## src/rtl/echo_sim.sv

```systemverilog
// Ultrasonic ranging responder: qualifies a trig pulse, waits a fixed burst delay,
// then drives echo high for a programmed number of microseconds.
//
//   state      | meaning
//   -----------+-----------------------------------------------------------
//   ST_IDLE    | waiting for a synced trig rise
//   ST_TRIG_HI | trig high, measuring its width in us ticks
//   ST_DELAY   | burst delay between trig fall and echo rise
//   ST_ECHO    | echo driven high for the latched width
//   ST_GUARD   | dead time after echo fall, trig rises are ignored
module echo_sim #(
   parameter int TRIG_MIN_US = 10,
   parameter int DLY_US      = 250,
   parameter int ECHO_MAX_US = 38000,
   parameter int GUARD_US    = 10000,
   parameter int CW          = 16
) (
   input  logic          clk_sys,
   input  logic          rst_n,
   input  logic          pluse_us,
   input  logic          trig,
   input  logic [CW-1:0] cfg_echo_us,
   output logic          echo,
   output logic          busy,
   output logic          trig_ign
);

   localparam logic [CW-1:0] TRIG_MIN_C = CW'(TRIG_MIN_US);
   localparam logic [CW-1:0] DLY_C      = CW'(DLY_US);
   localparam logic [CW-1:0] ECHO_MAX_C = CW'(ECHO_MAX_US);
   localparam logic [CW-1:0] GUARD_C    = CW'(GUARD_US);
   localparam logic [CW-1:0] CNT_MAX    = {CW{1'b1}};
   localparam logic [CW-1:0] CNT_ONE    = CW'(1);

   typedef enum logic [2:0] {
      ST_IDLE    = 3'd0,
      ST_TRIG_HI = 3'd1,
      ST_DELAY   = 3'd2,
      ST_ECHO    = 3'd3,
      ST_GUARD   = 3'd4
   } state_t;

   state_t        state;
   state_t        state_nxt;
   logic          trig_s1;
   logic          trig_s2;
   logic          trig_s3;
   logic          trig_rise;
   logic          trig_fall;
   logic [CW-1:0] tcnt;
   logic [CW-1:0] tcnt_nxt;
   logic [CW-1:0] tcnt_inc;
   logic [CW-1:0] dcnt;
   logic [CW-1:0] dcnt_nxt;
   logic [CW-1:0] dcnt_dec;
   logic          dcnt_tc;
   logic [CW-1:0] w_lat;
   logic [CW-1:0] w_nxt;
   logic [CW-1:0] w_sel;
   logic          ign_nxt;

   assign trig_rise = trig_s2 & ~trig_s3;
   assign trig_fall = ~trig_s2 & trig_s3;

   // The trig width counter saturates; the phase down-counter stops at zero.
   assign tcnt_inc = (pluse_us && (tcnt != CNT_MAX)) ? tcnt + CNT_ONE : tcnt;
   assign dcnt_dec = (pluse_us && (dcnt != '0)) ? dcnt - CNT_ONE : dcnt;

   // A zero load (e.g. no guard time) terminates the phase on the next edge.
   assign dcnt_tc  = (dcnt == '0) || (pluse_us && (dcnt == CNT_ONE));

   assign w_sel = ((cfg_echo_us == '0) || (cfg_echo_us > ECHO_MAX_C)) ? ECHO_MAX_C : cfg_echo_us;

   assign busy = (state != ST_IDLE) && (state != ST_TRIG_HI);

   always_ff @(posedge clk_sys) begin
      if (!rst_n) begin
         state    <= ST_IDLE;
         trig_s1  <= 1'b0;
         trig_s2  <= 1'b0;
         trig_s3  <= 1'b0;
         tcnt     <= '0;
         dcnt     <= '0;
         w_lat    <= '0;
         echo     <= 1'b0;
         trig_ign <= 1'b0;
      end else begin
         state    <= state_nxt;
         trig_s1  <= trig;
         trig_s2  <= trig_s1;
         trig_s3  <= trig_s2;
         tcnt     <= tcnt_nxt;
         dcnt     <= dcnt_nxt;
         w_lat    <= w_nxt;
         echo     <= (state_nxt == ST_ECHO);
         trig_ign <= ign_nxt;
      end
   end

   always_comb begin
      state_nxt = state;
      tcnt_nxt  = tcnt;
      dcnt_nxt  = dcnt;
      w_nxt     = w_lat;
      ign_nxt   = 1'b0;
      case (state)
         ST_IDLE: begin
            if (trig_rise) begin
               tcnt_nxt  = '0;
               state_nxt = ST_TRIG_HI;
            end
         end
         ST_TRIG_HI: begin
            // A tick coincident with the fall still counts toward the width.
            tcnt_nxt = tcnt_inc;
            if (trig_fall) begin
               if (tcnt_inc >= TRIG_MIN_C) begin
                  w_nxt     = w_sel;
                  dcnt_nxt  = DLY_C;
                  state_nxt = ST_DELAY;
               end else begin
                  ign_nxt   = 1'b1;
                  state_nxt = ST_IDLE;
               end
            end
         end
         ST_DELAY: begin
            ign_nxt = trig_rise;
            if (dcnt_tc) begin
               dcnt_nxt  = w_lat;
               state_nxt = ST_ECHO;
            end else begin
               dcnt_nxt = dcnt_dec;
            end
         end
         ST_ECHO: begin
            ign_nxt = trig_rise;
            if (dcnt_tc) begin
               dcnt_nxt  = GUARD_C;
               state_nxt = ST_GUARD;
            end else begin
               dcnt_nxt = dcnt_dec;
            end
         end
         ST_GUARD: begin
            ign_nxt = trig_rise;
            if (dcnt_tc) begin
               dcnt_nxt  = '0;
               state_nxt = ST_IDLE;
            end else begin
               dcnt_nxt = dcnt_dec;
            end
         end
         default: begin
            dcnt_nxt  = '0;
            state_nxt = ST_IDLE;
         end
      endcase
   end

endmodule

```

## config.mk

```make
export PLATFORM = sky130hd
export DESIGN_NAME = echo_sim
export DESIGN_NICKNAME = d
export VERILOG_FILES = /design/src/rtl/echo_sim.sv
export SDC_FILE = /design/constraint.sdc
export NUM_CORES = 1
export LEC_CHECK = 0
export BUFFER_PORTS_ARGS = -buffer_cell sky130_fd_sc_hd__buf_2
export CORE_UTILIZATION = 45
export CTS_CLUSTER_SIZE = 20
export DETAILED_ROUTE_END_ITERATION = 8
export PLACE_DENSITY_LB_ADDON = 0.08
export SYNTH_ARGS = -nofsm -noshare
export SYNTH_HDL_FRONTEND = slang
export SYNTH_SLANG_ARGS = --single-unit
```

## constraint.sdc

```tcl
create_clock -name clk_sys -period 3.2 [get_ports clk_sys]
set_input_delay 0.32 -clock clk_sys [delete_from_list [all_inputs] [get_ports clk_sys]]
set_output_delay 0.32 -clock clk_sys [all_outputs]
set_load 0.01 [all_outputs]
```

==> run_results.csv <==
group,metric,value,unit
die,die_area,8690,um^2
synth,ys_seq_area_share,30.0,%
hold_path,min_from,"trig",
cts,htree_num_levels,2,
cts,cts_root_buf,"clkbuf_8",
worst_setup_path,rr_startpoint,"tcnt[0]",
layout,layout-drive-gt1-share,14.7,%
route,drc,0,
route,wl_per_cell,16.8,um
timing,setup-tns-final,0,ps
layout,seqCellArea,1120,um^2
route,first_iter_violations,179,
timing,finalSetupViolCount,0,
route,vias,3684,
cts,cts_buffers,5,
synth,synth_area,3740,um^2
hold_path,hold_path.class,"in -> reg",
global_route,gr-usage-met1,30.0,%
synth,synth_nets,510,
power,power_frac_seq,58.1,%
worst_setup_path,worst_ep_arrival_time,3290,ps
synth,synth_top_area_cell,"dfxtp_1",
power,swShare,25.3,%
layout,diodes,0,
place,post-place-ws,247,ps
die,die_w,93.2,um
global_route,grt_antenna_before_repair,0,
route,drt_pass1_iterations,4,
synth,ys.flop_type,"dfxtp_1",
worst_setup_path,path_max_fanout,9,
power,irDropWorstVdd,0.152,mV
power,p_int,0.905,mW
global_route,top_usage_layer,"met2",
place,gp_congestion,0.907,
synth,synthTopCellsByArea,"dfxtp_1 (30%), nand2_1 (6.2%), o21ai_0 (5.2%)",
worst_setup_path,criticalPathCategory,"reg -> reg",
power,p_switching,0.307,mW
power,power_density,307,nW/um^2
timing,worstMarginPinSlew,610,ps
cts,cts_tree,"built",
layout,multi_input_area,2320,um^2
cts,clock_latency,310,ps
power,pwr-share-clk,34.3,%
synth,synth_area_per_cell,7.68,um^2
cts,hold_buffers,0,
timing,maxSlewViolCount,0,
timing,rsz0062_at_grt,"no",
worst_setup_path,cp.required,3460,ps
cts,cts_max_path_buffers,2,
synth,yosysMostFrequentCell,"nand2_1",
place,placed_cells,591,
power,p_total,1.21,mW
power,p_leak,1.42,nW
layout,fillerInstances,761,
worst_setup_path,cp-end-kind,"flip-flop",
timing,max_clock_freq,330,MHz
layout,final_nets,519,
power,p_comb_share,7.6,%
global_route,met2_usage,42.0,%
timing,finClkSkew,6.30,ps
global_route,grt_first_pass_wirelength,16600,um
global_route,grt_pass1_vias,3432,
timing,hold_violations,0,
synth,yosysWarnings,0,
worst_setup_path,cp-startpoint,"tcnt[0]",
route,drt-total-wl,10100,um
worst_setup_path,r2r_slack,170,ps
place,dp_hpwl,7360,um
layout,syn2layout_area_growth,5.58,%
global_route,grt_usage,24.1,%
die,num_rows,32,
worst_setup_path,worst_r2r_path_depth,8,
route,drt-vias-per-instance,6.15,
run_status,status,"finished clean",
cts,clock-sinks,56,
synth,async_flop_share,0,%
die,start_util,47.4,%
die,die_h,93.2,um
timing,relSlewSlack,59.0,%
global_route,grt_remaining_overflow,0,
synth,synth_edf_count,0,
synth,synth.top_cell.area_share,30.0,%
worst_setup_path,setup.worst_path.end,"dcnt[10]",
cts,path_clk_slew,100,ps
synth,synth.distinct_cells,70,
synth,netlist_instances,487,
synth,synth-seq-cells,56,
job,drv_cap,0,
die,core_area,7890,um^2
layout,fin_cells,599,
place,io_buffers,22,
worst_setup_path,startpoint_type,"flip-flop",
synth,netlist_top_cells_count,"nand2_1 (62), dfxtp_1 (56), nor2_1 (43), o21ai_0 (39), nand3_1 (32)",
global_route,met3_usage,3.33,%
timing,hold_slack,211,ps
worst_setup_path,r2r-end,"dcnt[10]",
die,io_pins,23,
route,antenna_left,0,
global_route,grt_max_degree,49,
timing,setup_slack,167,ps
timing,post-route-period-util,94.8,%
timing,fin_crit,3030,ps
## power by group through the flow
stage	combinational (mW)	clock [mW]	sequential [mW]
6_report	0.0926	0.415	0.704
2_1_floorplan	0.0589	0	0.717
3_3_place_gp	0.0921	0	0.719
3_5_place_dp	0.0925	0	0.720
5_1_grt	0.103	0.455	0.705
4_1_cts	0.0928	0.429	0.704
## worst min path at each step
| stage | to | cells after the start | slack, ps |
|---|---|---|---|
| after floorplan | trig_s2 | 1 | 410 |
| after global placement | trig_s2 | 1 | 410 |
| after detailed placement | trig_s2 | 1 | 430 |
| after CTS | trig_s1 | 2 | 200 |
| after global routing | trig_s1 | 2 | 200 |
| final | trig_s1 | 2 | 210 |
## kinds of logic after synthesis
logic type / after synthesis / share of synthesized area [%]
DFF: 56 / 30.0
xor gates and xnor gates: 8 / 1.87
and+or+nand+nor: 212 / 28.8
buffers and inverters: 50 / 8.39
muxes: 18 / 4.91
AOI/OAI and AO/OA: 140 / 25.0
adders and majority gates: 3 / 1.00
## layer usage
metal	up-vias	wire (um)	share of wire (%)
met4	0	291	2.9
met1	1714	4470	44
met2	122	4790	48
met3	24	522	5.2
li1	1824	-	-
met5	-	0	0
## worst max-delay path: stages, from the launching register on
cell	delay, ps
dfxtp_1	480
ha_1	320
nand3_1	170
or4_2	680
a21oi_1	150
nand3b_1	170
and3_1	420
a21o_1	350
o221a_2	230
## timing repair
item / CTS / global route
setup buffers: 0 / 0
endpoints found under the setup margin: 0 / 16
gates resized for setup: 0 / 2
endpoints found under the hold margin: 0 / 0
## state kept, by name (all words and copies together) (netlist names)
register and flops:
dcnt 16, state 3, trig_s2 1, trig_s1 1
trig_ign 1, tcnt 16, w_lat 16, trig_s3 1
echo 1
## through the flow
stage / cell area (um^2) / utilization (%)
2_1_floorplan: 3740 / -
3_3_place_gp: 3850 / 48.8
3_5_place_dp: 3850 / 48.8
4_1_cts: 3940 / 50.0
5_1_grt: 3950 / 50.1
6_report: 3950 / 50.1
## cell type report
type | instances | area share [%]
flip-flops and latches | 56 | 28.4
clock buffers | 6 | 2.09
clock inverters | 2 | 0.253
inverters | 12 | 1.14
repair buffers | 40 | 6.21
well taps | 102 | 3.23
multi-input cells | 381 | 58.7
## cells in the final DEF (no fill, tap or decap), types with 7 or more instances in the layout
cell      netlist  final
a211oi_1       10     10
a21oi_1        26     26
a22oi_1         7      7
a311oi_1        7      7
and2_1          7      7
buf_2           3     22
buf_4           5     18
dfxtp_1        56     56
inv_1          12     12
mux2i_1        15     15
nand2_1        62     62
nand3_1        32     32
nand4_1         9      9
nor2_1         43     42
nor3_1         17     17
nor4_1          8      7
o21ai_0        39     38
(Power assumes the default switching activity.)
